<file path="config.mk">
export PLATFORM = sky130hd
export DESIGN_NAME = dlfloat_mul_seq
export DESIGN_NICKNAME = d
export VERILOG_FILES = /design/src/rtl/dlfloat_mul_seq.sv
export SDC_FILE = /design/constraint.sdc
export NUM_CORES = 1
export LEC_CHECK = 0
export CAP_MARGIN = 10
export CORE_MARGIN = 2
export CORE_UTILIZATION = 50
export CTS_CLUSTER_DIAMETER = 100
export DETAILED_ROUTE_END_ITERATION = 10
export GPL_TIMING_DRIVEN = 0
export HOLD_SLACK_MARGIN = 0.1
export PLACE_DENSITY = 0.74
export SKIP_CTS_REPAIR_TIMING = 1
export SLEW_MARGIN = 20
export SYNTH_ARGS = -nofsm -noshare
export SYNTH_HDL_FRONTEND = slang
export SYNTH_SLANG_ARGS = --single-unit
</file>
<file path="constraint.sdc">
create_clock -name clk -period 6.9 [get_ports clk]
set_input_delay 1.38 -clock clk [delete_from_list [all_inputs] [get_ports clk]]
set_output_delay 1.38 -clock clk [all_outputs]
set_load 0.05 [all_outputs]
</file>
<file path="src/rtl/dlfloat_mul_seq.sv">
// Sequential DLFloat multiplier: iterative shift-add significand product followed by a
// single normalise/round cycle, valid/ready on both sides, one operation in flight.
module dlfloat_mul_seq #(
  parameter int EXP_W = 6,
  parameter int MAN_W = 9,
  parameter int BIAS  = 31
) (
  input  logic                 clk,
  input  logic                 rst,
  input  logic                 in_valid,
  output logic                 in_ready,
  input  logic [EXP_W+MAN_W:0] flp_a,
  input  logic [EXP_W+MAN_W:0] flp_b,
  output logic                 out_valid,
  input  logic                 out_ready,
  output logic [EXP_W+MAN_W:0] result,
  output logic [2:0]           flags
);

  localparam int W     = 1 + EXP_W + MAN_W;
  localparam int SIG_W = MAN_W + 1;
  localparam int PW    = 2 * SIG_W;
  localparam int CNT_W = $clog2(SIG_W);
  localparam int EW    = EXP_W + 2;
  localparam logic [EXP_W-1:0] EXP_ONES = '1;
  localparam logic [MAN_W-1:0] MAN_ONES = '1;

  typedef enum logic [1:0] {S_IDLE, S_MUL, S_NORM, S_DONE} state_t;

  state_t r_state, w_next;

  logic             r_sign;
  logic [EXP_W-1:0] r_expA, r_expB;
  logic             r_isZero, r_isSpecial;
  logic [PW-1:0]    r_mcand, r_acc;
  logic [SIG_W-1:0] r_mplier;
  logic [CNT_W-1:0] r_cnt;
  logic [W-1:0]     r_result;
  logic [2:0]       r_flags;

  logic [EXP_W-1:0] w_expAIn, w_expBIn;
  logic [MAN_W-1:0] w_fracAIn, w_fracBIn;
  logic             w_aZero, w_bZero, w_aSpecial, w_bSpecial;

  logic             w_msb, w_guard, w_sticky, w_roundUp;
  logic [MAN_W-1:0] w_frac, w_fracOut;
  logic [MAN_W:0]   w_fracRnd;
  logic [EW-1:0]    w_exp;
  logic             w_ovf, w_unf;
  logic [W-1:0]     w_res;
  logic [2:0]       w_flags;

  assign w_expAIn   = flp_a[W-2 -: EXP_W];
  assign w_expBIn   = flp_b[W-2 -: EXP_W];
  assign w_fracAIn  = flp_a[MAN_W-1:0];
  assign w_fracBIn  = flp_b[MAN_W-1:0];
  assign w_aZero    = (w_expAIn == '0);
  assign w_bZero    = (w_expBIn == '0);
  assign w_aSpecial = (w_expAIn == EXP_ONES) && (w_fracAIn == MAN_ONES);
  assign w_bSpecial = (w_expBIn == EXP_ONES) && (w_fracBIn == MAN_ONES);

  always_ff @(posedge clk) begin
    if (rst) r_state <= S_IDLE;
    else     r_state <= w_next;
  end

  always_comb begin
    w_next    = r_state;
    in_ready  = 1'b0;
    out_valid = 1'b0;
    case (r_state)
      S_IDLE: begin
        in_ready = 1'b1;
        if (in_valid) w_next = S_MUL;
      end
      S_MUL:  if (r_cnt == CNT_W'(MAN_W)) w_next = S_NORM;
      S_NORM: w_next = S_DONE;
      S_DONE: begin
        out_valid = 1'b1;
        if (out_ready) w_next = S_IDLE;
      end
      default: w_next = S_IDLE;
    endcase
  end

  // MUL always runs the full count, even for zero/special operands, to keep latency fixed
  always_ff @(posedge clk) begin
    if (rst) begin
      r_sign      <= 1'b0;
      r_expA      <= '0;
      r_expB      <= '0;
      r_isZero    <= 1'b0;
      r_isSpecial <= 1'b0;
      r_mcand     <= '0;
      r_mplier    <= '0;
      r_acc       <= '0;
      r_cnt       <= '0;
      r_result    <= '0;
      r_flags     <= '0;
    end else begin
      case (r_state)
        S_IDLE: if (in_valid) begin
          r_sign      <= flp_a[W-1] ^ flp_b[W-1];
          r_expA      <= w_expAIn;
          r_expB      <= w_expBIn;
          r_isZero    <= w_aZero | w_bZero;
          r_isSpecial <= w_aSpecial | w_bSpecial;
          r_mcand     <= {{SIG_W{1'b0}}, 1'b1, w_fracAIn};
          r_mplier    <= {1'b1, w_fracBIn};
          r_acc       <= '0;
          r_cnt       <= '0;
        end
        S_MUL: begin
          if (r_mplier[0]) r_acc <= r_acc + r_mcand;
          r_mplier <= r_mplier >> 1;
          r_mcand  <= r_mcand << 1;
          r_cnt    <= r_cnt + CNT_W'(1);
        end
        S_NORM: begin
          r_result <= w_res;
          r_flags  <= w_flags;
        end
        default: ;
      endcase
    end
  end

  // Product is in [1,4): pick the fraction window by the MSB, then round to nearest even
  always_comb begin
    w_msb     = r_acc[PW-1];
    w_frac    = w_msb ? r_acc[PW-2 -: MAN_W] : r_acc[PW-3 -: MAN_W];
    w_guard   = w_msb ? r_acc[PW-2-MAN_W]    : r_acc[PW-3-MAN_W];
    w_sticky  = w_msb ? (|r_acc[PW-3-MAN_W:0]) : (|r_acc[PW-4-MAN_W:0]);
    w_roundUp = w_guard & (w_sticky | w_frac[0]);
    w_fracRnd = {1'b0, w_frac} + {{MAN_W{1'b0}}, w_roundUp};
    w_fracOut = w_fracRnd[MAN_W-1:0];
    w_exp     = EW'(r_expA) + EW'(r_expB) - EW'(BIAS) + EW'(w_msb) + EW'(w_fracRnd[MAN_W]);
    w_ovf     = !w_exp[EW-1] &&
                ((w_exp > EW'(EXP_ONES)) ||
                 ((w_exp == EW'(EXP_ONES)) && (w_fracOut == MAN_ONES)));
    w_unf     = w_exp[EW-1] || (w_exp == '0);
  end

  // Priority: special beats zero (so zero x special is special), then overflow, then underflow
  always_comb begin
    w_res   = '0;
    w_flags = '0;
    if (r_isSpecial) begin
      w_res   = {1'b0, {(W-1){1'b1}}};
      w_flags = 3'b100;
    end else if (r_isZero) begin
      w_res   = '0;
      w_flags = 3'b000;
    end else if (w_ovf) begin
      w_res   = {1'b0, {(W-1){1'b1}}};
      w_flags = 3'b110;
    end else if (w_unf) begin
      w_res   = '0;
      w_flags = 3'b001;
    end else begin
      w_res   = {r_sign, w_exp[EXP_W-1:0], w_fracOut};
    end
  end

  assign result = r_result;
  assign flags  = r_flags;

endmodule

</file>
==> flow_metrics.tcl, run 1 <==
set metrics [dict create \
    status "finished, final reports clean" \
    cp-start-kind "register" \
    synth_top_cell_area_share 0.3234 \
    post-route-min-period_ns 4.589 \
    core_area_um2 10840 \
    clockRootBuffer "clkbuf_8" \
    cp.required_ns 7.14 \
    worstPathArrival_ns 4.83 \
    via_count 5213 \
    worstMarginPinSlew_ns 0.7705 \
    synth-edff-count 0 \
    critPathKind "reg2reg" \
    worst-path-max-fanout 10 \
    avgSynthCellArea_um2 8.328 \
    hold_violations 0 \
    fin_ws_ns 2.311 \
    ys_top_cells_by_area "dfxtp_1 (32%), ha_1 (8.3%), nor2_1 (5.8%)" \
    r2r_cells 14 \
    syn-num-nets 745 \
    final_util 0.5979 \
    regArea_um2 1802 \
    whs_endpoint "r_expB[3]$_SDFFE_PP0P_" \
    hold_path_class "reg2reg" \
    min_path_cells 2 \
    wl_mm 14.20 \
    nFillCells 1010 \
    layout.nets 812 \
    wl_met1_mm 6.376 \
    syn_area_um2 5572 \
    r2r_slack_ns 2.31 \
    yosys_warnings 0 \
    cts.sinks 90 \
    critPathBufInv 2 \
    finalCritPeriodShare 0.6651 \
    ctsLongestPathBuffers 2 \
    die_area_um2 12000 \
    p_total_w 0.002144 \
    static-leakage-power_nw 2.391 \
    clk_latency_ns 0.36 \
    start_util 0.5140 \
    cap_viol_max_count 0 \
    multi_input_area_um2 3430 \
    setup_viol 0 \
    yosysMostFrequentCell "dfxtp_1" \
    grt-ovfl-total 0 \
    cp-end-kind "register" \
    cp_num_cells 14 \
    cellPowerDensity_nw_per_um2 330.8 \
    r2r_end "result[8]$_SDFFE_PP0P_" \
    r2r_start "r_acc[11]$_SDFFE_PP0P_" \
    grt_pass1_wl_mm 23.72 \
    antenna_found_initial 0 \
    grt.total_usage 0.2509 \
    postRouteAntennaNets 0 \
    synth_cell_types 70 \
    htree_levels 3 \
    synth-seq-area-share 0.3234 \
    crit_chain "clkbuf_2 > nand3_1 > or4b_4 > or4b_2 > fa_1 > fa_1 > nor2b_1 > o31a_1 > nor3_1 > nor3_1 > a31oi_1 > buf_2 > o211ai_1 > a211oi_2" \
    critPathTopFamily "simple AND/OR/NAND/NOR gates" \
    cts_tree "done" \
    rsz0062_at_grt "false" \
    finClkSkew_ns 0.008085 \
    numCtsBuffers 9 \
    drt_pass1_iterations 7 \
    async_reset_ff_frac 0 \
    clk_pin_slew_worst_paths_ns 0.09 \
    top_layer "met4" \
    synthTopCellsByCount "dfxtp_1 (90), nor2_1 (86), a21oi_1 (52)" \
    synth_cells 669 \
    wire_per_inst_um 16.15 \
    whs_ns 0.4610 \
    io_buffers 56 \
    dieHeight_um 109.6 \
    place_congestion 0.9353 \
    ios 57 \
    grt_pass1_vias 4988 \
    max_stage_delay_ns 0.71 \
    grt_max_degree 14 \
    hpwl_mm 11.05 \
    wl_met2_mm 6.864 \
    ir_drop_mv 0.2538 \
    fp-row-count 38 \
    drtIter0Drc 353 \
    synth_seq_cells 90 \
    vias_per_cell 5.931 \
    min-delay-start "r_expB[3]$_SDFFE_PP0P_" \
    setup-tns-final_ns 0 \
    drc 0 \
    pre_cts_slack_ns 2.369 \
    n_antenna_cell 0 \
    drv_slew 0 \
    yosys_most_used_dff "dfxtp_1" \
    critPathSlowestCell "or4b_2" \
    wl_met3_um 613 \
    final_layout_size_suffix_gt1_frac 0.06631 \
    area_growth_pct 16.33 \
    maxSlewHeadroom 0.4863 \
    die_w_um 109.6 \
    synth_largest_area_cell "dfxtp_1" \
    max_freq_ghz 0.2179 \
]
## power breakdown
group | switching [W] | internal, W | leakage (nW)
Sequential | 0.0000874 | 0.000640 | 0.734
Combinational | 0.000688 | 0.000380 | 1.57
Clock | 0.000185 | 0.000163 | 0.0853
## metal layers
layer | GRT usage | vias up
met4 | 0.09675 | 0
met3 | 0.02964 | 29
met1 | 0.3213 | 2439
met5 | 0 | -
li1 | - | 2585
met2 | 0.4312 | 160
## state kept, by name (all words and copies together) (netlist names), 2 cells and up
name      cells
flags         3
r_acc        20
r_cnt         4
r_expA        6
r_expB        6
r_mcand      20
r_mplier     10
r_state       2
result       16
## layout make-up
cell class	instances	area share
multi-input combinational	511	0.5292
sequential	90	0.2780
timing repair buffer	56	0.08649
buffer	39	0.03571
tap	140	0.02703
clock buffer	11	0.02027
inverter	29	0.01680
clock inverter	3	0.006564
## worst reg2reg max path, cell delays in order (launching register included)
cell and delay (ns):
dfxtp_1 0.35, clkbuf_2 0.22, nand3_1 0.18, or4b_4 0.60, or4b_2 0.71, fa_1 0.43, fa_1 0.42, nor2b_1 0.16
o31a_1 0.20, nor3_1 0.08, nor3_1 0.42, a31oi_1 0.20, buf_2 0.23, o211ai_1 0.15, a211oi_2 0.12
## logic make-up (layout without fill, tap and decap cells)
kind of cell,after synthesis,count (layout),synth area share
adders and majority gates,40,40,0.09387
buffers and inverters,68,138,0.06108
and+or+nand+nor,233,233,0.2062
muxes,26,26,0.04693
DFF,90,90,0.3234
xor gates and xnor gates,20,20,0.03144
AOI/OAI and AO/OA,192,192,0.2371
## worst max path at each step
stage / startpoint / end / slack (ns)
3_3_place_gp: r_acc[9]$_SDFFE_PP0P_ / result[6]$_SDFFE_PP0P_ / 2.43
2_1_floorplan: r_acc[11]$_SDFFE_PP0P_ / result[10]$_SDFFE_PP0P_ / 2.86
3_5_place_dp: r_acc[11]$_SDFFE_PP0P_ / result[8]$_SDFFE_PP0P_ / 2.37
4_1_cts: r_acc[11]$_SDFFE_PP0P_ / result[8]$_SDFFE_PP0P_ / 2.35
6_report: r_acc[11]$_SDFFE_PP0P_ / result[8]$_SDFFE_PP0P_ / 2.31
5_1_grt: r_acc[11]$_SDFFE_PP0P_ / result[8]$_SDFFE_PP0P_ / 1.97
## cell usage in the layout (no fill, tap or decap), types with 6 or more instances in the layout
cell | netlist | layout
o21ai_0 | 26 | 26
o21a_1 | 6 | 6
o21bai_1 | 7 | 7
a211oi_2 | 10 | 10
nand2_1 | 50 | 50
buf_6 | 7 | 7
clkbuf_8 | 0 | 9
xor2_1 | 6 | 6
inv_1 | 29 | 29
mux2i_1 | 25 | 25
clkdlybuf4s50_1 | 0 | 56
a211oi_1 | 27 | 27
a21oi_1 | 52 | 52
xnor2_1 | 14 | 14
a22oi_1 | 21 | 21
nand3_1 | 18 | 18
nor3_1 | 12 | 12
ha_1 | 37 | 37
clkbuf_1 | 21 | 23
nand4_1 | 16 | 16
dfxtp_1 | 90 | 90
nor2_1 | 86 | 86
nor2b_1 | 8 | 8
## through the flow
| stage | instance area (µm²) | std cells |
|---|---|---|
| after floorplan | 5572 | 669 |
| after global placement | 6307 | 865 |
| after detailed placement | 6307 | 865 |
| after CTS | 6481 | 879 |
| after global routing | 6481 | 879 |
| final | 6481 | 879 |
(Power assumes the default switching activity.)
==> run 2, diff against run 1 <==
- PLACE_DENSITY: 0.74 -> 0.76
- clock period: 6.9 -> 3.98 ns (I/O delays scaled with it)
==> run 2 against run 1 <==
  * Sequential share of layout area fell by 0.91 points
  * Global-route usage rose by 0.27 points
  * The run now ends with negative setup slack left
  * Cell count rose by 1.7%
  * Via count rose by 2.7%
  * Critical endpoint is now flags[1]$_SDFFE_PP0P_
  * Register-to-register slack got worse by 2.4 ns
  * Largest power group unchanged
  * Power rose by 82%
  * Utilization rose by 2.5 points
  * Clock power rose by 99%
  * Combinational power rose by 82%
  * First-iteration DRC count fell by 5.4%
==> flow_metrics.tcl, run 2 (same netlist as run 1, synthesis figures left out) <==
set metrics [dict create \
    cts_tree "done" \
    p_total_w 0.003900 \
    vias_per_cell 5.988 \
    cp-end-kind "register" \
    r2r_slack_ns -0.05 \
    grt-ovfl-total 0 \
    finClkSkew_ns 0.01115 \
    r2r_start "r_acc[19]$_SDFFE_PP0P_" \
    grt_pass1_wl_mm 23.95 \
    wire_per_inst_um 16.89 \
    die_area_um2 12000 \
    start_util 0.5140 \
    numCtsBuffers 9 \
    io_buffers 56 \
    final_layout_size_suffix_gt1_frac 0.1154 \
    finalCritPeriodShare 1.012 \
    status "finished, violations left" \
    hpwl_mm 11.23 \
    clockRootBuffer "clkbuf_8" \
    maxSlewHeadroom 0.5009 \
    fin_cells 894 \
    drc 0 \
    cp-start-kind "register" \
    post-route-min-period_ns 4.030 \
    ctsLongestPathBuffers 2 \
    fin_ws_ns -0.04968 \
    cp.required_ns 4.24 \
    grt_pass1_vias 5052 \
    area_growth_pct 21.20 \
    die_w_um 109.6 \
    final_area_um2 6753 \
    placed_area_um2 6312 \
    drt_pass1_iterations 5 \
    cellPowerDensity_nw_per_um2 577.6 \
    max_freq_ghz 0.2482 \
    critPathKind "reg2reg" \
    n_antenna_cell 0 \
    fp-row-count 38 \
    htree_levels 3 \
    drtIter0Drc 334 \
    mostFrequentLayoutCell "nor2_1" \
    crit_path_end "flags[1]$_SDFFE_PP0P_" \
    antenna_found_initial 0 \
    clk_pin_slew_worst_paths_ns 0.09 \
    cap_viol_max_count 0 \
    ir_drop_mv 0.4510 \
    setup_viol 11 \
    clk_latency_ns 0.36 \
    dieHeight_um 109.6 \
    r2r_cells 12 \
    hold_violations 0 \
    violations "negative setup slack" \
    place_congestion 0.9010 \
    final_cell_mix "nor2_1 (84), dfxtp_1 (83), clkdlybuf4s50_1 (56)" \
    dpl.cell_count 865 \
    hold_path_class "reg2reg" \
    layout.nets 826 \
    worstSetupStartpoint "r_acc[19]$_SDFFE_PP0P_" \
    ios 57 \
    core_area_um2 10840 \
    via_count 5353 \
    cts.sinks 90 \
    postRouteAntennaNets 0 \
    worst-path-max-fanout 3 \
    static-leakage-power_nw 2.512 \
    rsz0062_at_grt "true" \
    worstMarginPinSlew_ns 0.7486 \
    worstPathArrival_ns 4.29 \
    r2r_end "flags[1]$_SDFFE_PP0P_" \
    wl_mm 15.10 \
    grt.total_usage 0.2536 \
    grt_max_degree 15 \
    drv_slew 0 \
]
==> run 2: changes by cell type in the layout (fill, tap and decap cells not counted), moves of 2 or more <==
cell,change
dfxtp_4,+2
fa_2,+2
dfxtp_1,-7
dfxtp_2,+5
fa_1,-2
buf_6,+4
nor2_1,-2
buf_4,+12
nor2_2,+2
==> run 2: routing by layer <==
layer,routed length [µm],share of wire,global-route usage,up-vias
met2,7758,0.51,0.4541,161
li1,-,-,-,2605
met1,6392,0.42,0.3105,2567
met5,0,0,0,-
met3,735,0.049,0.04505,20
met4,215,0.014,0.07143,0
==> run 2: through the flow <==
stage / util / hold slack (ns) / TNS (ns) / setup slack, ns
2_1_floorplan: - / 0.4363 / 0 / 0.02771
3_3_place_gp: 0.5823 / 0.4485 / -4.788 / -0.3674
3_5_place_dp: 0.5823 / 0.4450 / -6.161 / -0.4397
4_1_cts: 0.6024 / 0.4609 / -6.987 / -0.4881
5_1_grt: 0.6229 / 0.4909 / -2.399 / -0.2312
6_report: 0.6229 / 0.4628 / -0.2192 / -0.04968
==> run 2: worst min-delay path by stage <==
stage	cells after the start	startpoint	slack, ns	endpoint
2_1_floorplan	2	r_expA[0]$_SDFFE_PP0P_	0.44	r_expA[0]$_SDFFE_PP0P_
3_3_place_gp	2	flags[1]$_SDFFE_PP0P_	0.45	flags[1]$_SDFFE_PP0P_
3_5_place_dp	2	flags[1]$_SDFFE_PP0P_	0.44	flags[1]$_SDFFE_PP0P_
4_1_cts	2	r_expA[5]$_SDFFE_PP0P_	0.46	r_expA[5]$_SDFFE_PP0P_
5_1_grt	2	r_expA[5]$_SDFFE_PP0P_	0.49	r_expA[5]$_SDFFE_PP0P_
6_report	2	r_expA[5]$_SDFFE_PP0P_	0.46	r_expA[5]$_SDFFE_PP0P_
==> run 2: cell type report <==
class / instances / area [µm²]
inverters: 29 / 108.9
well taps: 140 / 175.2
plain buffers: 39 / 247.7
clock buffers: 11 / 141.4
clock inverters: 4 / 76.32
repair buffers: 70 / 669.4
flip-flops and latches: 90 / 1815
fillers: 949 / 4088
multi-input cells: 511 / 3518
==> run 2: critical path: stages (launching register included) <==
cell,delay [ns]
dfxtp_2,0.35
mux2i_2,0.16
or4b_4,0.58
or4b_4,0.57
fa_2,0.41
fa_2,0.39
xor2_2,0.20
nor4b_2,0.22
and2_1,0.16
nand4_1,0.19
nor4_4,0.34
nor2_2,0.08
o41ai_2,0.29
==> run 2: power breakdown <==
| group | internal (W) | switching [W] | total, W |
|---|---|---|---|
| combinational | 0.000704 | 0.00125 | 0.00195 |
| clock | 0.000369 | 0.000322 | 0.000691 |
| sequential | 0.00111 | 0.000149 | 0.00126 |
| total | 0.00218 | 0.00172 | 0.00390 |
==> run 3, diff against run 2 <==
==> constraint.sdc (replaced) <==
create_clock -name clk -period 3.98 [get_ports clk]
set_input_delay 0.796 -clock clk [delete_from_list [all_inputs] [get_ports clk]]
set_output_delay 0.796 -clock clk [all_outputs]
set_load 0.005 [all_outputs]
==> results of run 3 <==
The final DEF is identical to that of run 2. Status: finished, violations left: negative setup slack.
Among the figures that moved: total power 0.003900 W -> 0.003638 W; worst IR drop on VDD 0.4510 mV -> 0.4446 mV
==> RTL change 1 (flow settings as in run 2) <==
The parameter `EXP_W` goes from 6 to 12.
--- a/src/rtl/dlfloat_mul_seq.sv
+++ b/src/rtl/dlfloat_mul_seq.sv
@@ -1,7 +1,7 @@
 // Sequential DLFloat multiplier: iterative shift-add significand product followed by a
 // single normalise/round cycle, valid/ready on both sides, one operation in flight.
 module dlfloat_mul_seq #(
-  parameter int EXP_W = 6,
+  parameter int EXP_W = 12,
   parameter int MAN_W = 9,
   parameter int BIAS  = 31
 ) (
Interface: changed (resized flp_a, flp_b and result); port bits go from 57 to 75. No check against the original RTL was run, so the function may have changed too.
==> RTL change 1 against run 2 <==
Sequential share of layout area is 0.52 points lower. Count of clock-buffer cells in the layout stayed put. Worst setup slack better by 69 ps. Sequential cell count is 18 higher. Final area is 22% higher. Area after synthesis is 21% higher. Wire length is 13% higher. Total power is 41% higher. Largest cell class unchanged. Highest routed layer unchanged.
==> RTL change 1: results (changes against run 2) <==
synth cell count leaders dfxtp_1, nor2_1, nand2_1 (was dfxtp_1, nor2_1, a21oi_1); Final Skew 9.14 ps (was 11.1 ps); main area contributors after synthesis dfxtp_1, ha_1, nor2_1, a21oi_1, nand2_1 (was dfxtp_1, ha_1, nor2_1, a21oi_1, mux2i_1); nets 1006 (was 826); Met1 Wirelength 7600 µm (was 6390 µm); M2 GR Usage 40.2% (was 45.4%); Worst Path Arrival 4210 ps (was 4290 ps); sequential share of the synthesized area 32.1% (was 32.3%); clock power share 15.7% (was 17.7%); DRT Pass-1 Iters 6 (was 5); port bufs 73 (was 56); fraction of layout cells with a size suffix above 1 12.5% (was 11.5%); average size of a mapped cell 8.37 µm² (was 8.33 µm²); CP max stage cell a2111oi_4 (was or4b_4); GR Util met1 29.5% (was 31.0%); FILL cells 1164 (was 949); pin count of the biggest net entering global routing 18 (was 15); post-synthesis net count 904 (was 745); minimum clock period 3960 ps (was 4030 ps); Max FO, Critical Path 7 (was 3); Worst setup startpoint r_acc[12] (was r_acc[19]); R2R cell count 16 (was 12); GPL Wtd Cong 0.938 (was 0.901); DR WL met3 738 µm (was 735 µm); initial drt markers 349 (was 334); Tot GR Track Use 24.1% (was 25.4%); dpl ws -457 ps (was -440 ps); vias in the first global route 5904 (was 5052); Critical Path End result[21] (was flags[1]); status finished, final reports clean (was complete, but fails checks); multiplexer area fraction after synthesis 3.46% (was 4.69%); root buf cell clkbuf_16 (was clkbuf_8)
RTL change 1: cell types whose count changed after synthesis, moves of 6 or more:
cell | before | now
nand2_1 | 50 | 72
nor2_1 | 86 | 106
dfxtp_1 | 90 | 108
inv_1 | 29 | 46
ha_1 | 37 | 49
o21ai_0 | 26 | 15
nand3_1 | 18 | 28
a211oi_1 | 27 | 35
clkbuf_1 | 21 | 29
clkbuf_8 | 0 | 8
nor4_1 | 4 | 12
xor2_1 | 6 | 12
RTL change 1: final cells by class:
class	count	area, µm²	area share [%]
inverter	46	173	2.10
multi-input combinational	606	4220	51.2
tap	176	220	2.67
timing repair buffer	91	877	10.7
sequential	108	2170	26.4
buffer	44	294	3.57
clock buffer	11	243	2.95
clock inverter	5	36.3	0.441
RTL change 1: per-stage QoR:
stage                     area [µm²]  power (mW)
after floorplan                 6730        3.76
after global placement          7680        4.47
after detailed placement        7680        4.52
after CTS                       7960        5.40
after global routing            8230        5.88
final                           8230        5.50
==> RTL change 2 (flow settings as in run 2) <==
Without the edit above. Put one more register stage on the output `flags`. The value now appears one clock later. The other outputs are not delayed to match.
--- a/src/rtl/dlfloat_mul_seq.sv
+++ b/src/rtl/dlfloat_mul_seq.sv
@@ -163,7 +163,9 @@
   end
 
   assign result = r_result;
-  assign flags  = r_flags;
+  always_ff @(posedge clk) begin
+    flags <= r_flags;
+  end
 
 endmodule
 
Function: same outputs for any inputs over 10 cycles, from zero or initial values and one cycle with rst high; that may be too few to reach the edited logic, so the function may still have changed.
==> RTL change 2 against run 2 <==
Worst setup slack gained 290 ps. Sequential power increased by 4%. Total power shrank 2.7%. Wire length fell by 4.7%. Maximum frequency increased by 7.7%. Final area down 3.2%. Count of clock-buffer cells in the layout is 1 higher. Synthesized cell count increased by 1.9%. Area after synthesis is 0.38% higher. Sequential cell count up 3. Critical path type unchanged. Critical endpoint is now result[11]. Highest routed layer unchanged.
==> RTL change 2: results (changes against run 2) <==
status finished, final reports clean (was complete, but fails checks); reg2reg end result[11] (was flags[1]); # clk buffers 12 (was 11); Clock-cell share 2.74% (was 3.22%); synth cell count leaders nor2_1, dfxtp_1, nand2_1 (was dfxtp_1, nor2_1, a21oi_1); via count 5336 (was 5353); main area contributors after synthesis dfxtp_1, ha_1, nor2_1, mux2i_1, a21oi_1 (was dfxtp_1, ha_1, nor2_1, a21oi_1, mux2i_1); multi-input logic area 3500 µm² (was 3520 µm²); Non-clk invs 24 (was 29); GR Util met1 31.4% (was 31.0%); final worst-path cycle share 94.0% (was 101%); DR WL met3 707 µm (was 735 µm); post-synthesis net count 758 (was 745); Yosys cell types 69 (was 70); Final Skew 15.2 ps (was 11.1 ps); flip-flop and latch area 1860 µm² (was 1820 µm²); max incr delay on CP 440 ps (was 580 ps); CP max stage cell fa_1 (was or4b_4); worst slew pin tran 736 ps (was 749 ps); DP Cell Count 877 (was 865); global-route wire length before repair 23600 µm (was 23900 µm); initial drt markers 439 (was 334); FFs & Latches 93 (was 90); Hold Path Sink flags[2] (was r_expA[5]); R2R Path Start r_acc[11] (was r_acc[19]); Worst Path Arrival 3990 ps (was 4290 ps); Placed Instance Area 6320 µm² (was 6310 µm²); multi-input gate count 526 (was 511); GPL Wtd Cong 0.931 (was 0.901); Hold WS 362 ps (was 463 ps); Pleak 2.51 nW (about the same); FILL cells 1030 (was 949); buffer share of cell area 11.2% (was 13.6%); mean routed wirelength per cell 16.1 µm (was 16.9 µm); fraction of layout cells with a size suffix above 1 6.91% (was 11.5%); vias in the first global route 5053 (was 5052); multi-input combinational area share 53.5% (was 52.1%); Final HPWL DP 11100 µm (was 11200 µm); pin count of the biggest net entering global routing 16 (was 15)
==> RTL change 2: changes by cell type after synthesis, moves of 4 or more <==
cell      change
nand2_1      +11
inv_1         -5
and3_1        +4
o21bai_1      -4
mux2i_1       +6
mux2_2        +4
a211oi_2      -8
o311a_1       +4
buf_6         -7
nor2_1       +12
o211ai_1      -5
==> RTL change 2: logic make-up (layout without fill, tap and decap cells) <==
logic type | Yosys count | after routing | synth area share (%)
multiplexers | 36 | 36 | 6.55
flip-flops | 93 | 93 | 33.3
AND/OR/NAND/NOR | 252 | 252 | 20.9
AO/OA/AOI/OAI | 179 | 179 | 22.1
XOR/XNOR | 19 | 19 | 2.98
buffers and inverters | 63 | 134 | 4.85
adder cells (fa/ha/maj) | 40 | 40 | 9.35
==> RTL change 2: where the power goes <==
| group | internal, mW | leakage, nW | switching, mW |
|---|---|---|---|
| logic | 0.661 | 1.67 | 1.23 |
| clock network | 0.248 | 0.0868 | 0.348 |
| registers | 1.15 | 0.758 | 0.160 |
| total | 2.06 | 2.51 | 1.74 |
